**config.mk**
```make
export PLATFORM = sky130hd
export DESIGN_NAME = pipe_hazard_ctrl
export DESIGN_NICKNAME = d
export VERILOG_FILES = /design/src/rtl/pipe_hazard_ctrl.sv
export SDC_FILE = /design/constraint.sdc
export NUM_CORES = 1
export LEC_CHECK = 0
export ABC_AREA = 1
export CORE_MARGIN = 2
export CORE_UTILIZATION = 37
export CTS_CLUSTER_DIAMETER = 30
export DETAILED_ROUTE_END_ITERATION = 16
export GPL_TIMING_DRIVEN = 0
export HOLD_SLACK_MARGIN = 0.1
export PLACE_DENSITY = 0.62
export SYNTH_ARGS = -nofsm -noshare
export SYNTH_HDL_FRONTEND = slang
export SYNTH_SLANG_ARGS = --single-unit
```
**constraint.sdc**
```tcl
create_clock -name clk_i -period 1.6 [get_ports clk_i]
set_input_delay 0.32 -clock clk_i [delete_from_list [all_inputs] [get_ports clk_i]]
set_output_delay 0.32 -clock clk_i [all_outputs]
set_load 0.05 [all_outputs]
```
**src/rtl/pipe_hazard_ctrl.sv**
```systemverilog
// Pipeline register controller: per-register enable/flush and PC enable with
// post-reset bubble fill, multi-cycle load-use stall, mispredict flush and stats.
module pipe_hazard_ctrl #(
    parameter int NUM_REGS          = 4,
    parameter int LOAD_STALL_CYCLES = 1,
    parameter int FLUSH_DEPTH       = 2,
    parameter int INIT_CYCLES       = 2,
    parameter int CNT_WIDTH         = 16
) (
    input  logic                 clk_i,
    input  logic                 rst_i,
    input  logic                 mis_hit_i,
    input  logic                 load_use_i,
    input  logic                 regfile_wait_i,
    input  logic                 dmem_busy_i,
    input  logic                 cnt_clr_i,
    output logic                 pc_enable_o,
    output logic [NUM_REGS-1:0]  enable_o,
    output logic [NUM_REGS-1:0]  flush_no,
    output logic [1:0]           state_o,
    output logic [CNT_WIDTH-1:0] stall_cycles_o,
    output logic [CNT_WIDTH-1:0] flush_count_o
);

    typedef enum logic [1:0] {
        ST_INIT       = 2'd0,
        ST_RUN        = 2'd1,
        ST_LOAD_STALL = 2'd2
    } state_t;

    localparam int IW = $clog2(INIT_CYCLES + 1);
    localparam int SW = $clog2(LOAD_STALL_CYCLES + 1);
    localparam logic [IW-1:0] INIT_ONE  = IW'(1);
    localparam logic [SW-1:0] STALL_ONE = SW'(1);

    state_t                 r_state;
    logic [IW-1:0]          r_init_cnt;
    logic [SW-1:0]          r_stall_rem;
    logic [CNT_WIDTH-1:0]   r_stall_cnt;
    logic [CNT_WIDTH-1:0]   r_flush_cnt;

    logic w_freeze;
    logic w_mis;
    logic w_load;
    logic w_stall_inc;

    // Freeze outranks everything, and INIT masks both hazard inputs.
    assign w_freeze    = dmem_busy_i | regfile_wait_i;
    assign w_mis       = !w_freeze && (r_state != ST_INIT) && mis_hit_i;
    assign w_load      = !w_freeze && !w_mis &&
                         ((r_state == ST_RUN && load_use_i) || r_state == ST_LOAD_STALL);
    assign w_stall_inc = (r_state != ST_INIT) && (w_freeze || w_load);

    always_comb begin
        pc_enable_o = 1'b1;
        enable_o    = '1;
        flush_no    = '1;
        if (rst_i) begin
            pc_enable_o = 1'b0;
            enable_o    = '0;
            flush_no    = '0;
        end else if (w_freeze) begin
            pc_enable_o = 1'b0;
            enable_o    = '0;
        end else if (r_state == ST_INIT) begin
            pc_enable_o = 1'b0;
            flush_no    = '0;
        end else if (w_mis) begin
            for (int i = 0; i < NUM_REGS; i++) begin
                if (i < FLUSH_DEPTH) flush_no[i] = 1'b0;
            end
        end else if (w_load) begin
            // IF/ID holds the dependent instruction while a bubble enters ID/EX.
            pc_enable_o = 1'b0;
            enable_o[0] = 1'b0;
            flush_no[1] = 1'b0;
        end
    end

    always_ff @(posedge clk_i) begin
        if (rst_i) begin
            r_state     <= ST_INIT;
            r_init_cnt  <= IW'(INIT_CYCLES);
            r_stall_rem <= '0;
            r_stall_cnt <= '0;
            r_flush_cnt <= '0;
        end else begin
            if (!w_freeze) begin
                case (r_state)
                    ST_INIT: begin
                        if (r_init_cnt == INIT_ONE) r_state <= ST_RUN;
                        else r_init_cnt <= r_init_cnt - INIT_ONE;
                    end
                    ST_RUN: begin
                        if (w_load && LOAD_STALL_CYCLES > 1) begin
                            r_state     <= ST_LOAD_STALL;
                            r_stall_rem <= SW'(LOAD_STALL_CYCLES - 1);
                        end
                    end
                    ST_LOAD_STALL: begin
                        if (w_mis || r_stall_rem == STALL_ONE) begin
                            r_state     <= ST_RUN;
                            r_stall_rem <= '0;
                        end else begin
                            r_stall_rem <= r_stall_rem - STALL_ONE;
                        end
                    end
                    default: r_state <= ST_INIT;
                endcase
            end

            // Clear wins over a same-cycle increment; both counters saturate.
            if (cnt_clr_i) r_stall_cnt <= '0;
            else if (w_stall_inc && r_stall_cnt != '1) r_stall_cnt <= r_stall_cnt + 1'b1;

            if (cnt_clr_i) r_flush_cnt <= '0;
            else if (w_mis && r_flush_cnt != '1) r_flush_cnt <= r_flush_cnt + 1'b1;
        end
    end

    assign state_o        = r_state;
    assign stall_cycles_o = r_stall_cnt;
    assign flush_count_o  = r_flush_cnt;

endmodule
```
==> Yosys cells after proc, flatten, opt, wreduce, memory -nomap -nowiden <==
Cells that the tools add are included.
{ "classes": {"mux": 19, "reduce_logical": 19, "eq_ne": 7, "n_addsub": 4, "n_bitwise": 4} }
{ "ops": {"columns": ["op", "count"], "rows": [
  ["$add 16x1->16 const B", 2],
  ["$ne 16x16->1 const B", 2],
  ["$mux 4", 3],
  ["$mux 1", 10],
  ["$logic_and 1x1->1", 8],
  ["$mux 2", 4],
  ["$pmux 2 s3", 1],
  ["$eq 2x1->1 const B", 2],
  ["$ne 2x1->1 const B", 2],
  ["$reduce_and 4->1", 1],
  ["$logic_or 1x1->1", 3],
  ["$mux 3", 1],
  ["$not 1->1", 3],
  ["$reduce_and 3->1", 1],
  ["$eq 2x2->1 const B", 1],
  ["$logic_not 1->1", 2],
  ["$logic_not 2->1", 1],
  ["$reduce_and 2->1", 1],
  ["$reduce_bool 2->1", 1],
  ["$reduce_or 2->1", 1],
  ["$sub 2x1->2 const B", 1],
  ["$or 1x1->1", 1],
  ["$sub 1x1->1 const B", 1]
]} }
{ "totals": {"output_inout_bits": 43, "reg_bits": 37} }

==> Longest topological paths before layout <==
{ "logic_depth": {"ltp_word": 12, "mapped_depth": 9, "ltp_nobuf": 9} }

==> Worst setup path after synthesis <==
OpenSTA, ideal clock, no wires.
{ "synth_timing": {"kind": "flip-flop to output port", "startpoint": "register r_state[0] (netlist: state_o[0])", "endpoint": "output flush_no[3]", "stages_incl_launch_ff": 4, "arrival_time_ns": 2.077, "required_time_ns": 1.280, "path_buffers": 1, "setup_slack_ns": -0.797, "path_cell_list": "dfxtp_1 > inv_1 > a21oi_1 > buf_4"} }
{ "synth_between": {"elab_chain_cells": 4} }
{ "synth_rtl": {"columns": ["item", "line", "rtl"], "rows": [
  ["start: declaration", "36", "state_t r_state;"],
  ["start signal: assignment", "82", "r_state <= ST_INIT;"],
  ["start signal: assignment", "91", "if (r_init_cnt == INIT_ONE) r_state <= ST_RUN;"],
  ["start signal: assignment", "96", "r_state <= ST_LOAD_STALL;"],
  ["$logic_not 2->1", "65", "end else if (r_state == ST_INIT) begin"],
  ["$mux 2", "65", null],
  ["$mux 4", "62", "end else if (w_freeze) begin"],
  ["$mux 4", "58", "if (rst_i) begin"],
  ["end: declaration", "19", "output logic [NUM_REGS-1:0] flush_no,"]
]} }
Every way passes these cells.

==> Worst setup path in the final report <==
{ "layout_timing": {"startpoint": "register r_state[0] (netlist: state_o[0])", "endpoint": "output enable_o[0]"} }
{ "layout_between": {"elab_chain_cells": 11, "elab_cells_between_ends": 16, "classes_between": "eq/ne (2); mux (5); reduce/logical (9)"} }
{ "layout_rtl": {"columns": ["item", "line", "rtl"], "rows": [
  ["$reduce_bool 2->1", "49", "assign w_mis = !w_freeze && (r_state != ST_INIT) && mis_hit_i;"],
  ["$logic_and 1x1->1 (2 in a row)", "49", null],
  ["$logic_not 1->1", "50", "assign w_load = !w_freeze && !w_mis &&"],
  ["$logic_and 1x1->1 (2 in a row)", "50", null],
  ["$mux 1", "72", "end else if (w_load) begin"],
  ["$mux 1", "68", "end else if (w_mis) begin"],
  ["$mux 1 *", "65", null],
  ["$mux 1 *", "62", null],
  ["$mux 4 *", "58", null],
  ["end: declaration", "18", "output logic [NUM_REGS-1:0] enable_o,"]
]} }
Mark *: on every way between the ends. The rest lies on a longest branch, timed or not.

==> flow_summary_export.csv <==
group,metric,value,unit
outcome,violations,"negative setup slack",
synth,syn_nets,344,
setup_path,cpMostUsedCell,"buf_6",
detailed_routing,drc,0,
power_and_ir_drop,p_per_area,565,mW/mm2
synth,synth_area_leader_cell,"dfxtp_1",
floorplan,ios,50,
synth,synth_cell_type_count,27,
detailed_routing,vias,2265,
clock_network,cts_hold_buf,0,
setup_path,cp.arrival,1.39,ns
placement,dp_cells,457,
setup_path,crit_slowest_cell,"dfxtp_4",
sta,setup_tns,-0.321,ns
setup_path,cp_max_fo,4,
floorplan,die_y,81.4,um
clock_network,cts.sinks,35,
floorplan,die_width,81.4,um
clock_network,clockBufferDepth,2,
clock_network,clk_pin_slew,0.07,ns
placement,place_ws,-0.901,ns
power_and_ir_drop,p_sw,0.437,mW
power_and_ir_drop,ir_drop,363,uV
clock_network,h-tree-depth,2,
synth,synth.cell_area,0.00221,mm2
setup_path,slowest_delay,0.37,ns
grt,grt.total_usage,0.177,
setup_path,end_kind,"output pin",
layout,fin_cells,477,
clock_network,cts_tree,"done",
floorplan,core_area,0.00585,mm2
layout,diodes,0,
layout,area_growth,40.3,%
placement,numPortBuffers,48,
sta,worst_slack,-0.113,ns
power_and_ir_drop,switching_share,0.249,
synth,ys_seq_area_frac,0.316,
synth,synth_warnings,0,
outcome,status,"finished, violations left",
placement,placed_area,0.00289,mm2
flow_run,drv_cap,0,
detailed_routing,viasPerCell,4.75,
grt,grt_max_degree,11,
sta,final_max_slew_viol_count,0,
placement,place.gp.congestion,0.785,
detailed_routing,wl_per_cell,11.7,um
synth,yosys_register_bits,35,
setup_path,cp_cell_sequence,"clkinvlp_4 > buf_6 > nor3_4 > nor2_4 > buf_6",
sta,period_needed,1.71,ns
layout,fillers,580,
grt,grt_pass1_vias,2124,
hold_path,hp-class,"input port to register",
clock_network,cts_buffers,5,
sta,hold_viol,0,
sta,max_freq,584,MHz
floorplan,die-area,0.00662,mm2
layout,final_nets,411,
setup_path,critPathLaunchType,"register",
sta,setup_viol,4,
synth,ys_top_cells_by_area,"dfxtp_1, nand2_1, nor2_1, inv_1, nand3_1",
layout,drive_above_1_share,0.313,
clock_network,cts-root-buf,"clkbuf_8",
power_and_ir_drop,internal_power,1.32,mW
setup_path,crit_type,"register to output pin",
sta,rsz0062_at_grt,"true",
detailed_routing,first_pass_iters,4,
grt,antenna_found_initial,0,
setup_path,required,1.28,ns
sta,finalCritPeriodShare,1.07,
power_and_ir_drop,p_leak,1.34,nW
setup_path,critical_path.top_delay_family,"buffers and inverters",
setup_path,crit_buf_inv,3,
detailed_routing,first_iter_violations,95,
power_and_ir_drop,clkPwrFrac,0.407,
synth,synth.top_cell.area_share,0.316,
clock_network,insertion_delay,0.29,ns
power_and_ir_drop,pwr-share-seq,0.494,
layout,design_area,0.00311,mm2
floorplan,start_util,0.379,
detailed_routing,wirelength,5.57,mm
floorplan,rows,28,
power_and_ir_drop,pwr-share-comb,0.099,
detailed_routing,ant_nets,0,
synth,syn_inst,334,
grt,grt_overflow_total,0,
sta,final.setup_skew,0.00608,ns
grt,grt_first_pass_wirelength,9.20,mm
synth,syn_avg_cell_area,6.63,um2
placement,dp_hpwl,4.03,mm
## cells in the mapped netlist
cell type  number
a21oi_1        17
a21oi_2        11
buf_2           2
buf_4           6
buf_6           2
conb_1          1
dfxtp_1        35
ha_1            3
inv_1          34
inv_2           2
nand2_1       105
nand2_2         9
nand2_4         1
nand3_1        23
nand3_2         1
nand3b_1        3
nand4_1         8
nor2_1         36
nor2_2          8
nor2_4          6
nor3_1          2
o21ai_0         4
o21ai_2         1
o21ai_4         1
o22ai_1         1
xnor2_1         3
xor2_1          9
## path summary, 6_finish.rpt
kind,depth (start not counted),endpoint,start,slack (ns)
worst min-delay path,2,state_o[0],rst_i,0.45
worst max register to register,8,stall_cycles_o[4],stall_cycles_o[0],0.10
worst min register to register,2,r_init_cnt[0],r_init_cnt[0],0.47
worst max-delay path,5,enable_o[0],state_o[0],-0.11
## state kept, by name (all words and copies together), names as in the netlist
register        flops
flush_count_o      16
r_init_cnt          2
state_o             1
stall_cycles_o     16
## per-stage QoR
stage | util | hold WS, ns | total power [mW]
2_1_floorplan | - | 0.414 | 0.994
3_3_place_gp | 0.493 | 0.442 | 1.05
3_5_place_dp | 0.493 | 0.461 | 1.05
4_1_cts | 0.513 | 0.472 | 1.76
5_1_grt | 0.531 | 0.461 | 1.82
6_report | 0.531 | 0.448 | 1.76
## power groups by stage
stage	clock network [mW]	logic (mW)	registers, mW
floorplan	0	0.104	0.890
global placement	0	0.160	0.889
detailed placement	0	0.162	0.889
CTS	0.728	0.164	0.869
global route	0.770	0.186	0.869
finish	0.715	0.174	0.869
## metal layers
metal,vias to the layer above,global-route usage,share of wire
met1,1036,0.209,0.44
li1,1178,-,-
met5,-,0,0
met3,9,0.0400,0.044
met2,42,0.311,0.49
met4,0,0.0593,0.019
## placed cells by master, fill, tap and decap left out, types with 3 or more instances in the layout
master and n:
dlygate4sd2_1 33, clkbuf_2 3, buf_4 12, xor2_1 9, a21oi_1 15, nand4_1 8, nor2_4 11, clkbuf_8 7
a21oi_2 12, nand3b_1 3, nand2_2 13, buf_6 12, inv_1 33, nor2_1 32, xnor2_1 3, nand2_1 101
nor2_2 7, buf_2 3, dfxtp_2 23, dfxtp_4 5, dfxtp_1 7, nand3_1 23, o21ai_0 3
## layout make-up
class	instances	area [um2]	share of cell area
multi-input combinational	253	1400	0.450
clock buffer	8	100	0.0322
inverter	36	139	0.0447
tap	75	93.8	0.0302
buffer	10	88.8	0.0286
timing repair buffer	60	538	0.173
sequential	35	748	0.241
## kinds of logic (layout without fill, tap and decap cells)
family          after synthesis  in the layout  synth area share
simple gates                202            202             0.416
buf+inv                      46            114            0.0960
compound gates               35             35             0.105
flops                        35             35             0.316
xor+xnor                     12             12            0.0475
fa+ha+maj                     3              3            0.0170
other cells                   1              1           0.00169
## worst reg2reg max path: cells and delay by family (launching register included)
kind,cells,cell delay (ns)
adders and majority gates,1,0.15
AOI/OAI and AO/OA,2,0.32
and+or+nand+nor,4,0.39
buffers and inverters,1,0.19
DFF,1,0.38
## timing repair
| item | in CTS | in global routing |
|---|---|---|
| pin swaps | 5 | 5 |
| gates cloned | 0 | 2 |
| setup buffers | 5 | 5 |
| endpoints found under the setup margin | 62 | 34 |
| resized for setup | 105 | 26 |
| hold endpoints to repair | 0 | 0 |
No activity file was read; power rests on OpenSTA's default activity.
